--- config.mk ---
export PLATFORM = sky130hd
export DESIGN_NAME = se_arbiter
export DESIGN_NICKNAME = d
export VERILOG_FILES = /design/src/rtl/se_arbiter.sv
export SDC_FILE = /design/constraint.sdc
export NUM_CORES = 1
export LEC_CHECK = 0
export ABC_AREA = 1
export BUFFER_PORTS_ARGS = -buffer_cell sky130_fd_sc_hd__buf_4
export CAP_MARGIN = 10
export CORE_AREA = 8 8 428 430
export CTS_BUF_LIST = sky130_fd_sc_hd__clkbuf_4 sky130_fd_sc_hd__clkbuf_8
export DETAILED_ROUTE_END_ITERATION = 16
export DIE_AREA = 0 0 436 438
export PLACE_DENSITY = 0.3
export REMOVE_ABC_BUFFERS = 1
export SYNTH_ARGS = -nofsm -noshare
export SYNTH_HDL_FRONTEND = slang
export SYNTH_SLANG_ARGS = --single-unit
--- constraint.sdc ---
create_clock -name i_clk -period 2.8 [get_ports i_clk]
set_input_delay 0.42 -clock i_clk [delete_from_list [all_inputs] [get_ports i_clk]]
set_output_delay 0.42 -clock i_clk [all_outputs]
set_load 0.01 [all_outputs]
--- src/rtl/se_arbiter.sv ---
// se_arbiter
// Round-robin owner arbiter in front of the secure-element core multiplexer.
// One requester at a time owns the shared control/address/data port; only the
// owner's bus is forwarded and only the owner sees the core's result. Between
// owners the module address is forced to zero for FLUSH_CYC cycles so every
// core passes through reset before the next owner runs.
//
// Optional feature: define SE_ARB_WDT_EN to enable the ownership watchdog
// (grant revoked after WDT_CYC cycles, revoked requester masked until it
// drops i_req for a cycle). Without it o_timeout is tied low and ownership
// is unbounded.
//
// Ports
//   i_clk          clock
//   i_rst          synchronous reset, active low
//   i_req          per-requester request/hold
//   i_control      per-requester control word, slot k = [64k+63:64k]
//   i_add          per-requester address
//   i_data_in      per-requester write data
//   o_gnt          registered one-hot grant
//   o_se_control   control word to the secure element
//   o_se_add       address to the secure element
//   o_se_data_in   write data to the secure element
//   i_se_data_out  core read data
//   i_se_end_op    core end-of-operation
//   o_data_out     read data returned to the owner
//   o_end_op       end-of-operation, owner bit only
//   o_busy         high in GRANT or FLUSH
//   o_timeout      one-cycle pulse when the watchdog revokes a grant
//
// State table
//   state    | meaning
//   ST_IDLE  | no owner, bus zeroed, round-robin search from ptr
//   ST_GRANT | owner's bus forwarded, core result routed to owner
//   ST_FLUSH | module address held at zero, requests ignored

module se_arbiter #(
  parameter int              NUM_REQ   = 4,
  parameter int              FLUSH_CYC = 4,
  parameter int              WDT_W     = 24,
  parameter logic [WDT_W-1:0] WDT_CYC  = 24'hFF_FFFF
) (
  input  logic                 i_clk,
  input  logic                 i_rst,
  input  logic [NUM_REQ-1:0]   i_req,
  input  logic [NUM_REQ*64-1:0] i_control,
  input  logic [NUM_REQ*64-1:0] i_add,
  input  logic [NUM_REQ*64-1:0] i_data_in,
  output logic [NUM_REQ-1:0]   o_gnt,
  output logic [63:0]          o_se_control,
  output logic [63:0]          o_se_add,
  output logic [63:0]          o_se_data_in,
  input  logic [63:0]          i_se_data_out,
  input  logic                 i_se_end_op,
  output logic [63:0]          o_data_out,
  output logic [NUM_REQ-1:0]   o_end_op,
  output logic                 o_busy,
  output logic                 o_timeout
);

  localparam int PTR_W = (NUM_REQ > 1) ? $clog2(NUM_REQ) : 1;
  // flush counter only ever holds FLUSH_CYC-1 down to 0
  localparam int FL_W  = (FLUSH_CYC > 1) ? $clog2(FLUSH_CYC) : 1;
  localparam logic [NUM_REQ-1:0] ONE = NUM_REQ'(1);

  typedef enum logic [1:0] {
    ST_IDLE  = 2'd0,
    ST_GRANT = 2'd1,
    ST_FLUSH = 2'd2
  } state_t;

  state_t             state_q, state_d;
  logic [PTR_W-1:0]   ptr_q, ptr_d;
  logic [PTR_W-1:0]   owner_q, owner_d;
  logic [PTR_W-1:0]   win;
  logic [PTR_W:0]     scan;
  logic               found;
  logic [NUM_REQ-1:0] eligible;
  logic [NUM_REQ-1:0] gnt_q, gnt_d;
  logic [FL_W-1:0]    flush_cnt_q;
  logic               wdt_hit;

`ifdef SE_ARB_WDT_EN
  logic [WDT_W-1:0]   wdt_cnt_q;
  logic [NUM_REQ-1:0] mask_q;
  logic               timeout_q;

  assign eligible  = i_req & ~mask_q;
  // counter is zero in the first GRANT cycle, so this fires in cycle WDT_CYC
  assign wdt_hit   = (state_q == ST_GRANT) && (wdt_cnt_q == WDT_CYC - 1'b1);
  assign o_timeout = timeout_q;
`else
  assign eligible  = i_req;
  assign wdt_hit   = 1'b0;
  assign o_timeout = 1'b0;
`endif

  // Round-robin search: first eligible requester at or after ptr, wrapping.
  always_comb begin
    found = 1'b0;
    win   = '0;
    scan  = '0;
    for (int i = 0; i < NUM_REQ; i++) begin
      scan = {1'b0, ptr_q} + (PTR_W+1)'(i);
      if (scan >= (PTR_W+1)'(NUM_REQ)) scan = scan - (PTR_W+1)'(NUM_REQ);
      if (!found && eligible[scan[PTR_W-1:0]]) begin
        found = 1'b1;
        win   = scan[PTR_W-1:0];
      end
    end
  end

  // State register and datapath registers
  always_ff @(posedge i_clk) begin
    if (!i_rst) begin
      state_q     <= ST_IDLE;
      ptr_q       <= '0;
      owner_q     <= '0;
      gnt_q       <= '0;
      flush_cnt_q <= '0;
`ifdef SE_ARB_WDT_EN
      wdt_cnt_q   <= '0;
      mask_q      <= '0;
      timeout_q   <= 1'b0;
`endif
    end else begin
      state_q <= state_d;
      ptr_q   <= ptr_d;
      owner_q <= owner_d;
      gnt_q   <= gnt_d;

      if (state_q == ST_GRANT && state_d == ST_FLUSH)
        flush_cnt_q <= FL_W'(FLUSH_CYC - 1);
      else if (state_q == ST_FLUSH && flush_cnt_q != '0)
        flush_cnt_q <= flush_cnt_q - 1'b1;

`ifdef SE_ARB_WDT_EN
      // held at zero outside GRANT, so it is clear on every GRANT entry
      if (state_q != ST_GRANT)
        wdt_cnt_q <= '0;
      else
        wdt_cnt_q <= wdt_cnt_q + 1'b1;

      // a mask bit survives only while its request stays high
      mask_q    <= (mask_q & i_req) | (wdt_hit ? (ONE << owner_q) : '0);
      timeout_q <= wdt_hit;
`endif
    end
  end

  // Next-state logic
  always_comb begin
    state_d = state_q;
    owner_d = owner_q;
    ptr_d   = ptr_q;
    case (state_q)
      ST_IDLE: begin
        if (found) begin
          state_d = ST_GRANT;
          owner_d = win;
          ptr_d   = (win == PTR_W'(NUM_REQ - 1)) ? '0 : win + 1'b1;
        end
      end
      ST_GRANT: begin
        if (!i_req[owner_q] || wdt_hit) state_d = ST_FLUSH;
      end
      ST_FLUSH: begin
        if (flush_cnt_q == '0) state_d = ST_IDLE;
      end
      default: state_d = ST_IDLE;
    endcase
    gnt_d = (state_d == ST_GRANT) ? (ONE << owner_d) : '0;
  end

  // Output logic: everything is zero unless a grant is active
  always_comb begin
    o_se_control = '0;
    o_se_add     = '0;
    o_se_data_in = '0;
    o_data_out   = '0;
    o_end_op     = '0;
    if (state_q == ST_GRANT) begin
      o_se_control = i_control[int'(owner_q)*64 +: 64];
      o_se_add     = i_add[int'(owner_q)*64 +: 64];
      o_se_data_in = i_data_in[int'(owner_q)*64 +: 64];
      o_data_out   = i_se_data_out;
      o_end_op     = i_se_end_op ? (ONE << owner_q) : '0;
    end
  end

  assign o_gnt  = gnt_q;
  assign o_busy = (state_q != ST_IDLE);

endmodule

# ---- Yosys cells after proc, flatten, opt, wreduce, memory -nomap -nowiden
# Cells that the tools add are included.
dict set report totals {
  regBits 12
  in_bits 839
  out_inout_bits 266
  wordCells 85
}
dict set report op_classes {
  addsub 9
  n_lt_le_gt_ge 9
  eq_ne 5
  shift 5
  n_mux 37
  reduce_logical 15
}
# operator count
set ops {}
lappend ops {{256-bit by 9-bit variable part select with 64-bit output} 3}
lappend ops {{64-bit two-way mux} 4}
lappend ops {{2-bit two-way mux} 16}
lappend ops {{2-bit by 3-bit < comparator with 1-bit output (second input constant)} 5}
lappend ops {{1-bit binary-select mux with 2-bit select} 5}
lappend ops {{2-bit by 1-bit subtractor with 2-bit output (second input constant)} 5}
lappend ops {{3-bit >= comparator (second input constant)} 3}
lappend ops {{1-bit two-way mux} 9}
lappend ops {{4-bit two-way mux} 2}
lappend ops {{1-bit by 2-bit left shift with 4-bit output (first input constant)} 2}
lappend ops {{2-bit by 2-bit adder with 3-bit output (second input constant)} 2}
lappend ops {{2-bit == test (second input constant)} 3}
lappend ops {{2-bit one-hot mux with 3 select lines} 1}
lappend ops {{2-bit nonzero test} 3}
lappend ops {{1-bit logical AND} 5}
lappend ops {{2-bit by 1-bit == test with 1-bit output (second input constant)} 2}
lappend ops {{2-bit logical NOT} 2}
lappend ops {{2-bit AND reduction} 2}
lappend ops {{2-bit by 1-bit adder with 3-bit output (second input constant)} 1}
lappend ops {{2-bit by 3-bit >= comparator with 1-bit output (second input constant)} 1}
lappend ops {{1-bit logical NOT} 3}
lappend ops {{2-bit by 1-bit adder with 2-bit output (second input constant)} 1}

# ---- Depth between registers and ports, before layout
dict set report logic_depth {
  depth_word 19
  ltp_mapped 14
  ltp_nobuf 14
}

# ---- Least setup slack after synthesis
# No wires, ideal clock.
dict set report synth_timing {
  kind {reg-to-output}
  start {register owner_q[0]}
  end {output o_se_add[57]}
  arrival_ns 1.328
  t_required_ns 2.380
  setup_slack_ns 1.052
  path_stages_with_launch 6
  n_path_buf 2
  cell_sequence {dfxtp_1 -> nor2_1 -> clkbuf_1 -> buf_2 -> a22oi_1 -> a21oi_1}
}
dict set report synth_between {
  elab_chain_len 2
}
# item line
set synth_lines {}
lappend synth_lines {{start: declaration} 74} ;# logic [PTR_W-1:0] owner_q, owner_d;
lappend synth_lines {{start signal: assignment} 129} ;# owner_q <= owner_d;
lappend synth_lines {{256-bit by 9-bit variable part select with 64-bit output} 184} ;# o_se_add = i_add[int'(owner_q)*64 +: 64];
lappend synth_lines {{64-bit two-way mux} 182} ;# if (state_q == ST_GRANT) begin
lappend synth_lines {{end: declaration} 51} ;# output logic [63:0] o_se_add,
# No other way between the ends.

# ---- Worst setup path after layout
dict set report layout_timing {
  start {register owner_q[1]}
  end {output o_se_control[15]}
}
dict set report layout_between {
  elab_chain_len 2
}
# item line
set layout_lines {}
lappend layout_lines {{256-bit by 9-bit variable part select with 64-bit output} 183} ;# o_se_control = i_control[int'(owner_q)*64 +: 64];
lappend layout_lines {{64-bit two-way mux} 182}
lappend layout_lines {{end: declaration} 50} ;# output logic [63:0] o_se_control,
# No other way between the ends.

==> results by group <==
Run status
  – Status: complete, but fails checks
  – Failing checks: setup timing

Global routing
  – Largest net degree at the start of global routing: 50
  – Busiest layer in global routing: met2
  – GRT met2 Usage: 0.243
  – Global-route wire length before repair: 165 mm
  – Grt met1 use: 0.152
  – Initial antenna violation count: 35
  – Met3 GRT Util: 0.0445
  – Vias in the first global route: 13,800
  – GRT overflow: 0
  – GRT Util Overall: 0.132

Worst setup path
  – Worst setup SP type: flop
  – Crit path DAT: 2410 ps
  – Reg-to-reg setup timing slack: 760 ps
  – Worst Reg-to-Reg Cells: 12
  – CP endpoint: o_se_control[15]
  – R2r endpoint: ptr_q[1]$_SDFFE_PN0P_
  – RR Startpoint: ptr_q[0]$_SDFFE_PN0P_
  – Crit end category: primary output
  – Crit Path Category: reg -> out
  – Worst Path Required: 2380 ps
  – Maximum fanout along the worst path: 38
  – CP startpoint: owner_q[1]$_SDFF_PN0_

Pwr
  – Pwr Density: 745 mW/mm^2
  – Leak: 0.00792 uW
  – Peak supply drop: 0.205 mV

Routing
  – Number of DRC markers in iteration 0: 1,094
  – DR DRC count: 0
  – Routed wire per std cell: 31.3 microns
  – Routed Antenna Nets: 0
  – Drt total wl: 138 mm
  – Via count: 13,200
  – 1st-pass router iterations: 6
  – Vias per std cell: 3.00

Worst hold path
  – Worst hold path class: in -> reg
  – Worst hold stages: 3

Final layout
  – Fill cells: 20,900
  – Most common cell after layout, fill and taps aside: buf_4
  – Final nets: 2,899
  – Area of the multi-input gates: 0.00473 sq mm
  – Register area: 241 sq um
  – Layout area overhead: 212%
  – Most frequent cells in the layout: 1,178 x buf_4, 384 x a22oi_1, 182 x a21oi_1
  – Share of layout cells above drive strength 1: 0.612

Clocking
  – Clk slew on worst S/H paths: 60 ps
  – CTS tree: done
  – Clock Latency Late Sink: 250 ps
  – Cts hold-fix bufs: 0
  – H-tree Lvls: 1
  – CTS Root Buffer Type: clkbuf_8
  – Longest Clk Path Bufs: 2
  – CTS Sinks: 12
  – Number of CTS-inserted buffers: 3
  – Post-CTS setup buffer count: 0

STA
  – Post-layout minimum cycle time: 2830 ps
  – Slew Limit Fails: 0
  – Clock Skews: 12.3 ps
  – Slew @ Worst Pin: 817 ps
  – RSZ-0062 raised after global routing: no
  – Final setup fails: 1
  – Fmax: 354 MHz
  – Fin crit share: 1.01
  – Max_slew headroom: 0.456
  – Fin. Hold Viols: 0
  – WHS: 452 ps
  – Final worst slack: -26.6 ps

Logic synthesis
  – Synth Instances: 960
  – #FFs+latches synth: 12
  – Synth unique cells: 25
  – Synth Cell Area: 0.00569 sq mm
  – Post-synthesis sequential area ratio: 0.0422
  – Yosys warns: 0
  – Syn_area_per_cell: 5.93 sq um

Placed design
  – Routability cong.: 1.00
  – Port buffer count: 1,103
  – Dpl hpwl: 126 mm
  – Worst slack at placement: -454 ps

Floorplan
  – Die ar.: 0.191 sq mm
  – Row cnt: 155
  – Chip width: 436 microns
  – # IOs: 1,105
  – Floorplan Core Area: 0.177 sq mm
  – Initial Util: 0.0322
  – Die Height: 438 microns

Run
  – Max-cap violations: 0
[timing repair]
action / 4_1_cts / 5_1_grt
gates resized for setup: 22 / 10
endpoints found under the setup margin: 26 / 12
pin swaps: 0 / 1
gates cloned: 0 / 3
[Yosys cell counts]
library cell / instances / area (sq um)
a22oi_1: 386 / 2900
a21oi_1: 198 / 991
inv_1: 85 / 319
nor2_1: 83 / 312
buf_2: 52 / 260
clkbuf_1: 52 / 195
nand2_1: 44 / 165
dfxtp_1: 12 / 240
nand2_2: 10 / 62.6
buf_1: 8 / 30.0
nand3_1: 8 / 40.0
inv_2: 4 / 15.0
a31oi_1: 2 / 12.5
ha_1: 2 / 25.0
nand2_4: 2 / 22.5
nand3_2: 2 / 20.0
nor2_4: 2 / 22.5
a21oi_2: 1 / 8.76
buf_4: 1 / 7.51
buf_6: 1 / 11.3
conb_1: 1 / 3.75
nand3b_1: 1 / 7.51
nand4_1: 1 / 6.26
o21ai_0: 1 / 5.00
xor2_1: 1 / 8.76
[power breakdown]
part	switching (uW)	total, uW	internal, uW
sequential	60.3	298	238
combinational	8160	12700	4570
clock	69.6	194	124
total	8290	13200	4930
[critical path, cell delays in order, from the launching register on]
cell	delay (ps)
dfxtp_1	380
inv_2	140
nor2_4	50
buf_12	150
buf_12	230
a22oi_1	660
a21oi_1	230
buf_4	210
[final cells by class]
type                       count  share of cell area
inverter                      89              0.0217
sequential                    12              0.0136
multi-input combinational    745               0.267
timing repair buffer        1204               0.527
antenna                        1            0.000141
timing repair inverter         3             0.00148
tap                         2355               0.166
clock buffer                   4             0.00310
[logic make-up (layout without fill, tap and decap cells)]
| kind of cell | after synthesis | after routing | synth area share |
|---|---|---|---|
| buf+inv | 203 | 1300 | 0.147 |
| fa+ha+maj | 2 | 2 | 0.00440 |
| compound gates | 588 | 588 | 0.688 |
| other cells | 1 | 2 | 0.000659 |
| simple gates | 153 | 153 | 0.116 |
| flops | 12 | 12 | 0.0422 |
| xor+xnor | 1 | 1 | 0.00154 |
[flip-flops by register name, indices dropped and copies added (netlist names)]
| signal | flops |
|---|---|
| ptr_q | 2 |
| state_q | 2 |
| o_gnt | 4 |
| flush_cnt_q | 2 |
| owner_q | 2 |
[layer usage]
layer,routed length (microns),vias to the layer above
met5,80,-
met4,2190,12
met3,11900,92
met2,70700,788
met1,53400,6453
li1,-,5882
[worst min-delay path by stage]
stage               slack (ps)                          end                        start
floorplan                  510  flush_cnt_q[1]$_SDFFE_PN0P_  flush_cnt_q[1]$_SDFFE_PN0P_
global placement           530  flush_cnt_q[1]$_SDFFE_PN0P_  flush_cnt_q[1]$_SDFFE_PN0P_
detailed placement         540  flush_cnt_q[1]$_SDFFE_PN0P_  flush_cnt_q[1]$_SDFFE_PN0P_
CTS                        450        ptr_q[1]$_SDFFE_PN0P_                        i_rst
global route               450        ptr_q[1]$_SDFFE_PN0P_                        i_rst
finish                     450        ptr_q[1]$_SDFFE_PN0P_                        i_rst
[stage by stage]
step	util	cells	TNS (ps)	total power [uW]	instance area, sq um
4_1_cts	0.100	4409	-43.9	13600	17700
3_3_place_gp	0.0988	4403	-2020	13300	17500
3_5_place_dp	0.0990	4405	-799	13300	17500
2_1_floorplan	-	846	-1088760	4090	5180
5_1_grt	0.100	4412	0	14200	17700
6_report	0.100	4413	-26.6	13200	17700
Note: power is estimated with default switching activity, not from simulation.
